<file path="config.mk">
export PLATFORM = sky130hd
export DESIGN_NAME = bus_activity_meter
export DESIGN_NICKNAME = d
export VERILOG_FILES = /design/src/rtl/bam_pkg.sv /design/src/rtl/bam_delay.sv /design/src/rtl/bus_activity_meter.sv
export SDC_FILE = /design/constraint.sdc
export NUM_CORES = 1
export LEC_CHECK = 0
export ABC_AREA = 0
export BUFFER_PORTS_ARGS = -buffer_cell sky130_fd_sc_hd__buf_2
export CORE_MARGIN = 2
export CORE_UTILIZATION = 40
export CTS_CLUSTER_DIAMETER = 50
export DETAILED_ROUTE_END_ITERATION = 16
export GPL_TIMING_DRIVEN = 0
export PLACE_DENSITY = 0.73
export SYNTH_ARGS = -nofsm -noshare
export SYNTH_HDL_FRONTEND = slang
export SYNTH_HIERARCHICAL = 1
export SYNTH_SLANG_ARGS = --single-unit
export TNS_END_PERCENT = 20
</file>
<file path="constraint.sdc">
create_clock -name ck -period 4.4 [get_ports ck]
set_input_delay 0.88 -clock ck [delete_from_list [all_inputs] [get_ports ck]]
set_output_delay 0.88 -clock ck [all_outputs]
set_load 0.005 [all_outputs]
</file>
<file path="src/rtl/bam_pkg.sv">
// Shared definitions for the bus activity meter: defaults, state encoding,
// and the popcount helper used for per-sample Hamming distance.
package bam_pkg;

  localparam int BAM_W   = 9;
  localparam int BAM_DW  = 8;
  localparam int BAM_WIN = 256;
  localparam int BAM_CW  = 16;

  // Widest bus the popcount helper accepts; narrower buses are zero-extended.
  localparam int POP_MAXW = 64;

  typedef enum logic {
    BASE = 1'b0,
    RUN  = 1'b1
  } bam_state_e;

  function automatic int unsigned popcount(input logic [POP_MAXW-1:0] v);
    int unsigned n;
    n = 0;
    for (int i = 0; i < POP_MAXW; i++) begin
      n = n + 32'(v[i]);
    end
    return n;
  endfunction

endpackage

</file>
<file path="src/rtl/bam_delay.sv">
// Enabled shift register that aligns the original word with the decoder
// output. Each stage carries a valid bit so compares start only once the
// line has refilled after rst/clr. LAT=0 is a pure bypass, always valid.
module bam_delay
  import bam_pkg::*;
#(
  parameter int DW  = BAM_DW,
  parameter int LAT = 1
) (
  input  logic          ck,
  input  logic          rst,
  input  logic          en,
  input  logic          clr,
  input  logic [DW-1:0] d_i,
  output logic [DW-1:0] q_o,
  output logic          vld_o
);

  if (LAT == 0) begin : g_bypass
    // Nothing is stored, so the control inputs have no effect here.
    logic unused_ctrl;
    assign unused_ctrl = &{1'b0, ck, rst, en, clr};
    assign q_o   = d_i;
    assign vld_o = 1'b1;
  end else begin : g_line
    logic [DW-1:0] data_q [LAT];
    logic          vld_q  [LAT];

    for (genvar gi = 0; gi < LAT; gi++) begin : g_stage
      // One stage: advances only on an accepted sample, flushed by clr.
      always_ff @(posedge ck or posedge rst) begin
        if (rst) begin
          data_q[gi] <= '0;
          vld_q[gi]  <= 1'b0;
        end else if (clr) begin
          data_q[gi] <= '0;
          vld_q[gi]  <= 1'b0;
        end else if (en) begin
          if (gi == 0) begin
            data_q[gi] <= d_i;
            vld_q[gi]  <= 1'b1;
          end else begin
            data_q[gi] <= data_q[gi-1];
            vld_q[gi]  <= vld_q[gi-1];
          end
        end
      end
    end

    assign q_o   = data_q[LAT-1];
    assign vld_o = vld_q[LAT-1];
  end

endmodule

</file>
<file path="src/rtl/bus_activity_meter.sv">
// Switching-activity monitor for an encoded bus: counts bit transitions per
// enabled sample, accumulates them over fixed windows, and checks the decoder
// output against the original word delayed by the codec latency.
module bus_activity_meter
  import bam_pkg::*;
#(
  parameter int W   = BAM_W,
  parameter int DW  = BAM_DW,
  parameter int LAT = 1,
  parameter int WIN = BAM_WIN,
  parameter int CW  = BAM_CW
) (
  input  logic                   ck,
  input  logic                   rst,
  input  logic                   en,
  input  logic                   clr,
  input  logic [W-1:0]           bus_i,
  input  logic [DW-1:0]          ref_i,
  input  logic [DW-1:0]          dec_i,
  output logic [CW-1:0]          win_toggles,
  output logic [$clog2(W+1)-1:0] win_peak,
  output logic [7:0]             win_err,
  output logic                   win_sat,
  output logic                   win_valid
);

  localparam int PW   = $clog2(W + 1);
  localparam int CTRW = $clog2(WIN);

  bam_state_e state_q, state_d;
  logic       have_prev;

  logic [W-1:0]    prev_q, prev_d;
  logic [CW-1:0]   acc_q, acc_d;
  logic [PW-1:0]   peak_q, peak_d;
  logic [7:0]      err_q, err_d;
  logic            sat_q, sat_d;
  logic [CTRW-1:0] cnt_q, cnt_d;

  logic [CW-1:0]   win_toggles_q, win_toggles_d;
  logic [PW-1:0]   win_peak_q, win_peak_d;
  logic [7:0]      win_err_q, win_err_d;
  logic            win_sat_q, win_sat_d;
  logic            win_valid_q, win_valid_d;

  logic [DW-1:0]   dly_ref;
  logic            dly_vld;

  logic [PW-1:0]   hd;
  logic [CW:0]     sum;
  logic            clamp;
  logic [CW-1:0]   acc_new;
  logic [PW-1:0]   peak_new;
  logic [7:0]      err_new;
  logic            last;

  // Original word aligned to the decoder output.
  bam_delay #(.DW(DW), .LAT(LAT)) u_delay (
    .ck    (ck),
    .rst   (rst),
    .en    (en),
    .clr   (clr),
    .d_i   (ref_i),
    .q_o   (dly_ref),
    .vld_o (dly_vld)
  );

  // State register.
  always_ff @(posedge ck or posedge rst) begin
    if (rst) state_q <= BASE;
    else     state_q <= state_d;
  end

  // Next state: clr drops the baseline, any accepted sample establishes one.
  always_comb begin
    state_d = state_q;
    if (clr)     state_d = BASE;
    else if (en) state_d = RUN;
  end

  // FSM output: transitions are only meaningful once a baseline exists.
  always_comb begin
    have_prev = (state_q == RUN);
  end

  // Per-sample arithmetic: Hamming distance, clamped sum, peak, error count.
  always_comb begin
    hd       = have_prev ? PW'(popcount(POP_MAXW'(bus_i ^ prev_q))) : '0;
    sum      = {1'b0, acc_q} + (CW+1)'(hd);
    clamp    = sum[CW];
    acc_new  = clamp ? '1 : sum[CW-1:0];
    peak_new = (hd > peak_q) ? hd : peak_q;
    err_new  = (dly_vld && (dly_ref != dec_i) && (err_q != 8'hFF)) ? err_q + 8'd1 : err_q;
    last     = (cnt_q == CTRW'(WIN - 1));
  end

  // Window bookkeeping: accumulate, or publish and restart on the last sample.
  always_comb begin
    prev_d        = prev_q;
    acc_d         = acc_q;
    peak_d        = peak_q;
    err_d         = err_q;
    sat_d         = sat_q;
    cnt_d         = cnt_q;
    win_toggles_d = win_toggles_q;
    win_peak_d    = win_peak_q;
    win_err_d     = win_err_q;
    win_sat_d     = win_sat_q;
    win_valid_d   = 1'b0;
    if (clr) begin
      // Published results survive clr; only the running window is dropped.
      prev_d = '0;
      acc_d  = '0;
      peak_d = '0;
      err_d  = '0;
      sat_d  = 1'b0;
      cnt_d  = '0;
    end else if (en) begin
      prev_d = bus_i;
      if (last) begin
        win_toggles_d = acc_new;
        win_peak_d    = peak_new;
        win_err_d     = err_new;
        win_sat_d     = sat_q | clamp;
        win_valid_d   = 1'b1;
        acc_d         = '0;
        peak_d        = '0;
        err_d         = '0;
        sat_d         = 1'b0;
        cnt_d         = '0;
      end else begin
        acc_d  = acc_new;
        peak_d = peak_new;
        err_d  = err_new;
        sat_d  = sat_q | clamp;
        cnt_d  = cnt_q + 1'b1;
      end
    end
  end

  // Datapath and output registers; rst clears everything with no publish.
  always_ff @(posedge ck or posedge rst) begin
    if (rst) begin
      prev_q        <= '0;
      acc_q         <= '0;
      peak_q        <= '0;
      err_q         <= '0;
      sat_q         <= 1'b0;
      cnt_q         <= '0;
      win_toggles_q <= '0;
      win_peak_q    <= '0;
      win_err_q     <= '0;
      win_sat_q     <= 1'b0;
      win_valid_q   <= 1'b0;
    end else begin
      prev_q        <= prev_d;
      acc_q         <= acc_d;
      peak_q        <= peak_d;
      err_q         <= err_d;
      sat_q         <= sat_d;
      cnt_q         <= cnt_d;
      win_toggles_q <= win_toggles_d;
      win_peak_q    <= win_peak_d;
      win_err_q     <= win_err_d;
      win_sat_q     <= win_sat_d;
      win_valid_q   <= win_valid_d;
    end
  end

  assign win_toggles = win_toggles_q;
  assign win_peak    = win_peak_q;
  assign win_err     = win_err_q;
  assign win_sat     = win_sat_q;
  assign win_valid   = win_valid_q;

endmodule

</file>
* Yosys cells after proc, flatten, opt, wreduce, memory -nomap -nowiden *
Index checks and enable logic that the tools add are counted.

storage, ports and cells
  flip-flop bits (word level) = 85
  input port bits = 29
  output and inout port bits = 30
  word-level logic and storage cells = 118

operators by class
  add/subtract/negate cells = 66
  magnitude comparators = 1
  equality and inequality tests = 3
  mux-type cells = 28
  bitwise logic cells = 3
  reduce and logical (&&, ||, !) cells = 4

operator list
  kind                                                            number
  4-bit by 1-bit adder with 4-bit output (second input constant)  55
  8-bit 2-to-1 mux                                                9
  16-bit 2-to-1 mux                                               4
  4-bit by 1-bit adder with 4-bit output                          5
  4-bit 2-to-1 mux                                                5
  9-bit 2-to-1 mux                                                2
  16-bit by 4-bit adder with 17-bit output                        1
  8-bit by 1-bit adder with 8-bit output (second input constant)  2
  9-bit XOR                                                       1
  8-bit == test (second input constant)                           1
  1-bit 2-to-1 mux                                                8
  8-bit != test                                                   1
  8-bit != test (second input constant)                           1
  3-bit by 1-bit adder with 4-bit output                          1
  4-bit > comparator                                              1
  2-bit by 1-bit adder with 3-bit output                          1
  3-bit AND reduction                                             1
  1-bit by 1-bit adder with 2-bit output                          1
  1-bit logical AND                                               2
  2-bit nonzero test                                              1
  1-bit inverter                                                  1
  1-bit OR                                                        1

* Longest topological paths before layout *
  depth after elaboration = 70
  mapped depth = 16

* By module *
Netlist, hierarchy kept.

by module, submodules not included
  module              instances  cells an instance  area an instance (sq um)  seq. area each (sq um)
  bus_activity_meter  1          441                4284.1                    1926.8
  bam_delay           1          30                 361.6                     225.2

* Worst setup path before layout *
Ideal clock, no wire load.

  path kind = input-to-reg
  start point = in bus_i[1]
  end point = reg acc_q[6]
  setup time = 0.121 ns
  data arrival time = 5.233 ns
  setup slack = -0.953 ns
  cell stages on the path = 14
  cell sequence = xnor2_1 > fa_1 > fa_1 > fa_1 > fa_1 > fa_1 > nor2b_1 > fa_1 > a211oi_1 > nor2_1 > nand3_1 > buf_2 > o21ai_0 > a22o_1

on the way
  longest elaborated chain between the ends = 70

ends and longest elaborated chain
  what                                                   line                       RTL
  start, declared                                        bus_activity_meter.sv:17   input logic [W-1:0] bus_i,
  9-bit XOR                                              bus_activity_meter.sv:88   hd = have_prev ? PW'(popcount(POP_MAXW'(bus_i ^ prev_q))) : '0;
  1-bit by 1-bit adder with 2-bit output                 bam_pkg.sv:22              n = n + 32'(v[i]);
  2-bit by 1-bit adder with 3-bit output                 bam_pkg.sv:22
  3-bit by 1-bit adder with 4-bit output                 bam_pkg.sv:22
  4-bit by 1-bit adder with 4-bit output (60 in series)  bam_pkg.sv:22
  4-bit 2-to-1 mux                                       bus_activity_meter.sv:88
  16-bit by 4-bit adder with 17-bit output               bus_activity_meter.sv:89   sum = {1'b0, acc_q} + (CW+1)'(hd);
  16-bit 2-to-1 mux                                      bus_activity_meter.sv:91   acc_new = clamp ? '1 : sum[CW-1:0];
  16-bit 2-to-1 mux                                      bus_activity_meter.sv:120  if (last) begin
  16-bit 2-to-1 mux                                      bus_activity_meter.sv:118  end else if (en) begin
  16-bit 2-to-1 mux                                      bus_activity_meter.sv:110  if (clr) begin
  end signal, assigned                                   bus_activity_meter.sv:145  acc_q <= '0;
  end signal, assigned                                   bus_activity_meter.sv:157  acc_q <= acc_d;
  end, declared                                          bus_activity_meter.sv:34   logic [CW-1:0] acc_q, acc_d;

No other way between the ends. The select of a mux whose other input is x is not followed.
A chain may end at the register's enable or synchronous reset.

* Final worst setup path *
  start point = in bus_i[0]
  end point = reg acc_q[13]

The elaborated chain is that of the path after synthesis.

==> impl_metrics.env <==
export IMPL_die_x_um=112
export IMPL_grt_pass1_wl_um=19000
export IMPL_mostFrequentLayoutCells="86 x dfrtp_1, 64 x buf_2, 50 x nor2_1"
export IMPL_die_area_um2=12500
export IMPL_hold_slack_ns=0.468
export IMPL_violations="setup timing"
export IMPL_synth_seq_area_share_pct=46.3
export IMPL_wl_um=11700
export IMPL_synthDistinctLibCells=51
export IMPL_end_kind="flop"
export IMPL_syn_num_nets=518
export IMPL_synthCells=471
export IMPL_antenna_found_initial=0
export IMPL_cts_inserted_buffers=9
export IMPL_clock_tree_htree_level_count=3
export IMPL_drive_above_1_share_pct=24.1
export IMPL_clock_sinks=86
export IMPL_power_mw=2.33
export IMPL_hpwl_um=8020
export IMPL_antenna_left=0
export IMPL_ff2ff_path_depth=14
export IMPL_final_area_um2=5850
export IMPL_post_route_util_pct=51.4
export IMPL_period_needed_ns=4.65
export IMPL_cellPowerDensity_nw_per_um2=399
export IMPL_grt_pass1_vias=3887
export IMPL_drtIter0Drc=245
export IMPL_synth_edf_count=0
export IMPL_critPathKind="primary input to flop"
export IMPL_cp_endpoint="acc_q[13]"
export IMPL_hold_violations=0
export IMPL_max_slew_margin_pct=41.1
export IMPL_worst_pin_slew_ns=0.882
export IMPL_fin_ws_ns=-0.253
export IMPL_area_growth_pct=25.9
export IMPL_grt_max_degree=64
export IMPL_clk_pin_slew_ns=0.06
export IMPL_cts_tree="yes"
export IMPL_fin_cells=695
export IMPL_drv_cap=0
export IMPL_cts_path_max_buffers=2
export IMPL_die_h_um=112
export IMPL_first_pass_iters=5
export IMPL_max_freq_ghz=0.215
export IMPL_clockRootBuffer="clkbuf_16"
export IMPL_synth_xor_area_share_pct=6.60
export IMPL_rsz0062_at_grt="true"
export IMPL_crit_fanout=6
export IMPL_status="finished with violations"
export IMPL_syn_area_per_cell_um2=9.86
export IMPL_synth_compound_area_share_pct=17.6
export IMPL_ir_worst_vdd_mv=0.244
export IMPL_coreArea_um2=11400
export IMPL_setup_viol=42
export IMPL_cpPeakStageDelay_ns=0.56
export IMPL_period_share_pct=106
export IMPL_vias=3877
export IMPL_synthesis_area_um2=4650
export IMPL_port_buffers=57
export IMPL_synth_ff_latch_count=86
export IMPL_synthMuxAreaShare_pct=4.74
export IMPL_finalClockSkew_ns=0.00628
export IMPL_r2r_end="acc_q[13]"
export IMPL_io_pins=59
export IMPL_synth_top_family_by_area="compound AO/OA/AOI/OAI gates"
export IMPL_gp_congestion=0.908
export IMPL_reg2reg_slack_ns=-0.10
export IMPL_async_reset_ff_share_pct=100
export IMPL_clk_latency_ns=0.35
export IMPL_yosys_area_share_simple_pct=15.2
export IMPL_startpoint="bus_i[0]"
export IMPL_synth_ff_type="dfrtp_1"
export IMPL_mostFrequentLayoutCell="dfrtp_1"
export IMPL_cp_slowest_cell="fa_1"
export IMPL_num_rows=39
export IMPL_cp_arrival_ns=4.90
export IMPL_postPlaceCellArea_um2=5260
export IMPL_leakage_nw=2.74
export IMPL_nNetsFinal=594
export IMPL_antenna_diode_count=0
export IMPL_dp_cells=672
export IMPL_ctsHoldBuffers=0
export IMPL_overflow=0
export IMPL_r2r_start="prev_q[0]"
export IMPL_yosysWarnings=6
export IMPL_wl_per_cell_um=16.9
export IMPL_grtUsageTotal_pct=19.2
export IMPL_final_max_slew_violation_count=0
export IMPL_drc=0
export IMPL_required_ns=4.64
export IMPL_worstPathCellList="buf_8 -> xnor2_4 -> fa_1 -> fa_1 -> fa_1 -> fa_2 -> fa_2 -> nor2b_4 -> fa_2 -> a211oi_4 -> nor2_4 -> nand3_4 -> clkbuf_16 -> o41ai_2 -> a22o_1"
export IMPL_via_per_inst=5.58
export IMPL_start_util_pct=40.9
export IMPL_synthAdderAreaFrac_pct=5.82
export IMPL_timing_hold_worst_class="primary input to async pin"
export IMPL_cp_start_kind="primary input"
repair_timing:
| action | 4_1_cts | 5_1_grt |
|---|---|---|
| gates cloned | 1 | 1 |
| setup endpoints to repair | 42 | 42 |
| pin swaps | 15 | 4 |
| buffers inserted | 2 | 3 |
| resized for setup | 20 | 16 |
worst min path at each step:
stage / startpoint / end / slack [ns] / cells after the start
final: rst / prev_q[0] / 0.47 / 2
after global routing: rst / prev_q[0] / 0.47 / 2
after CTS: rst / prev_q[1] / 0.46 / 2
after detailed placement: win_toggles[14] / win_toggles[14] / 0.47 / 2
after global placement: win_err[6] / win_err[6] / 0.46 / 2
after floorplan: acc_q[3] / acc_q[3] / 0.46 / 1
cells in the mapped netlist (4+ instances only):
master    count  share of area [%]
nor2_1       51                4.1
buf_2        10                1.1
nand3_1      10                1.1
clkbuf_1      9               0.73
xnor2_1      23                4.3
o31ai_1       4               0.65
nand2_1      32                2.6
a21oi_1      29                3.1
or3_1         4               0.54
nor3_1        4               0.43
a31oi_1       8                1.1
nand4_1      11                1.5
inv_1        17                1.4
ha_1         12                3.2
a21o_1        9                1.5
and2_1        5               0.67
a32o_1        5                1.1
o21ai_0      40                4.3
a22o_1       11                2.1
fa_1          6                2.6
and3_1        6               0.81
mux2i_1      22                4.7
dfrtp_1      86                 46
xor2_1       12                2.3
critical path, delay by kind of cell:
family / cells / cell delay, ns
fa+ha+maj: 6 / 2.76
compound gates: 3 / 0.59
simple gates: 3 / 0.28
buf+inv: 2 / 0.26
xor+xnor: 1 / 0.12
routing by layer:
layer / vias up / routed length, um / global-route usage [%]
li1: 1844 / - / -
met1: 1894 / 5070 / 24.2
met2: 115 / 5750 / 31.6
met3: 24 / 645 / 6.15
met4: 0 / 270 / 5.93
met5: - / 0 / 0
flip-flops by register name, indices dropped and copies added, names as in the netlist, 4 cells and up:
register     count
acc_q           16
win_toggles     16
prev_q           9
cnt_q            8
err_q            8
u_delay/q_o      8
win_err          8
peak_q           4
win_peak         4
where the power goes:
part / leakage [nW] / total (mW) / switching (mW) / internal (mW)
clock network: 0.168 / 0.901 / 0.316 / 0.585
logic: 1.41 / 0.576 / 0.320 / 0.256
registers: 1.16 / 0.856 / 0.0290 / 0.827
final cells by class:
type                            count  area, um^2
Tap cell                          143         179
Clock buffer                       11         253
Sequential cell                    86        2150
Inverter                           18        70.1
Multi-Input combinational cell    346        2590
Timing Repair Buffer               64         392
Buffer                             22         113
Clock inverter                      5         105
Fill cell                        1032        5520
metrics by stage:
step	setup slack [ns]	setup TNS, ns
3_5_place_dp	-0.772	-25.70
2_1_floorplan	-0.312	-8.68
3_3_place_gp	-0.664	-23.42
5_1_grt	-0.351	-11.84
4_1_cts	-0.265	-7.31
6_report	-0.253	-6.40
logic make-up after synthesis:
kind of cell / Yosys count
and+or+nand+nor: 141
adders and majority gates: 18
DFF: 86
buffers and inverters: 40
muxes: 22
xor gates and xnor gates: 35
AOI/OAI and AO/OA: 129
No activity file was read; power rests on OpenSTA's default activity.
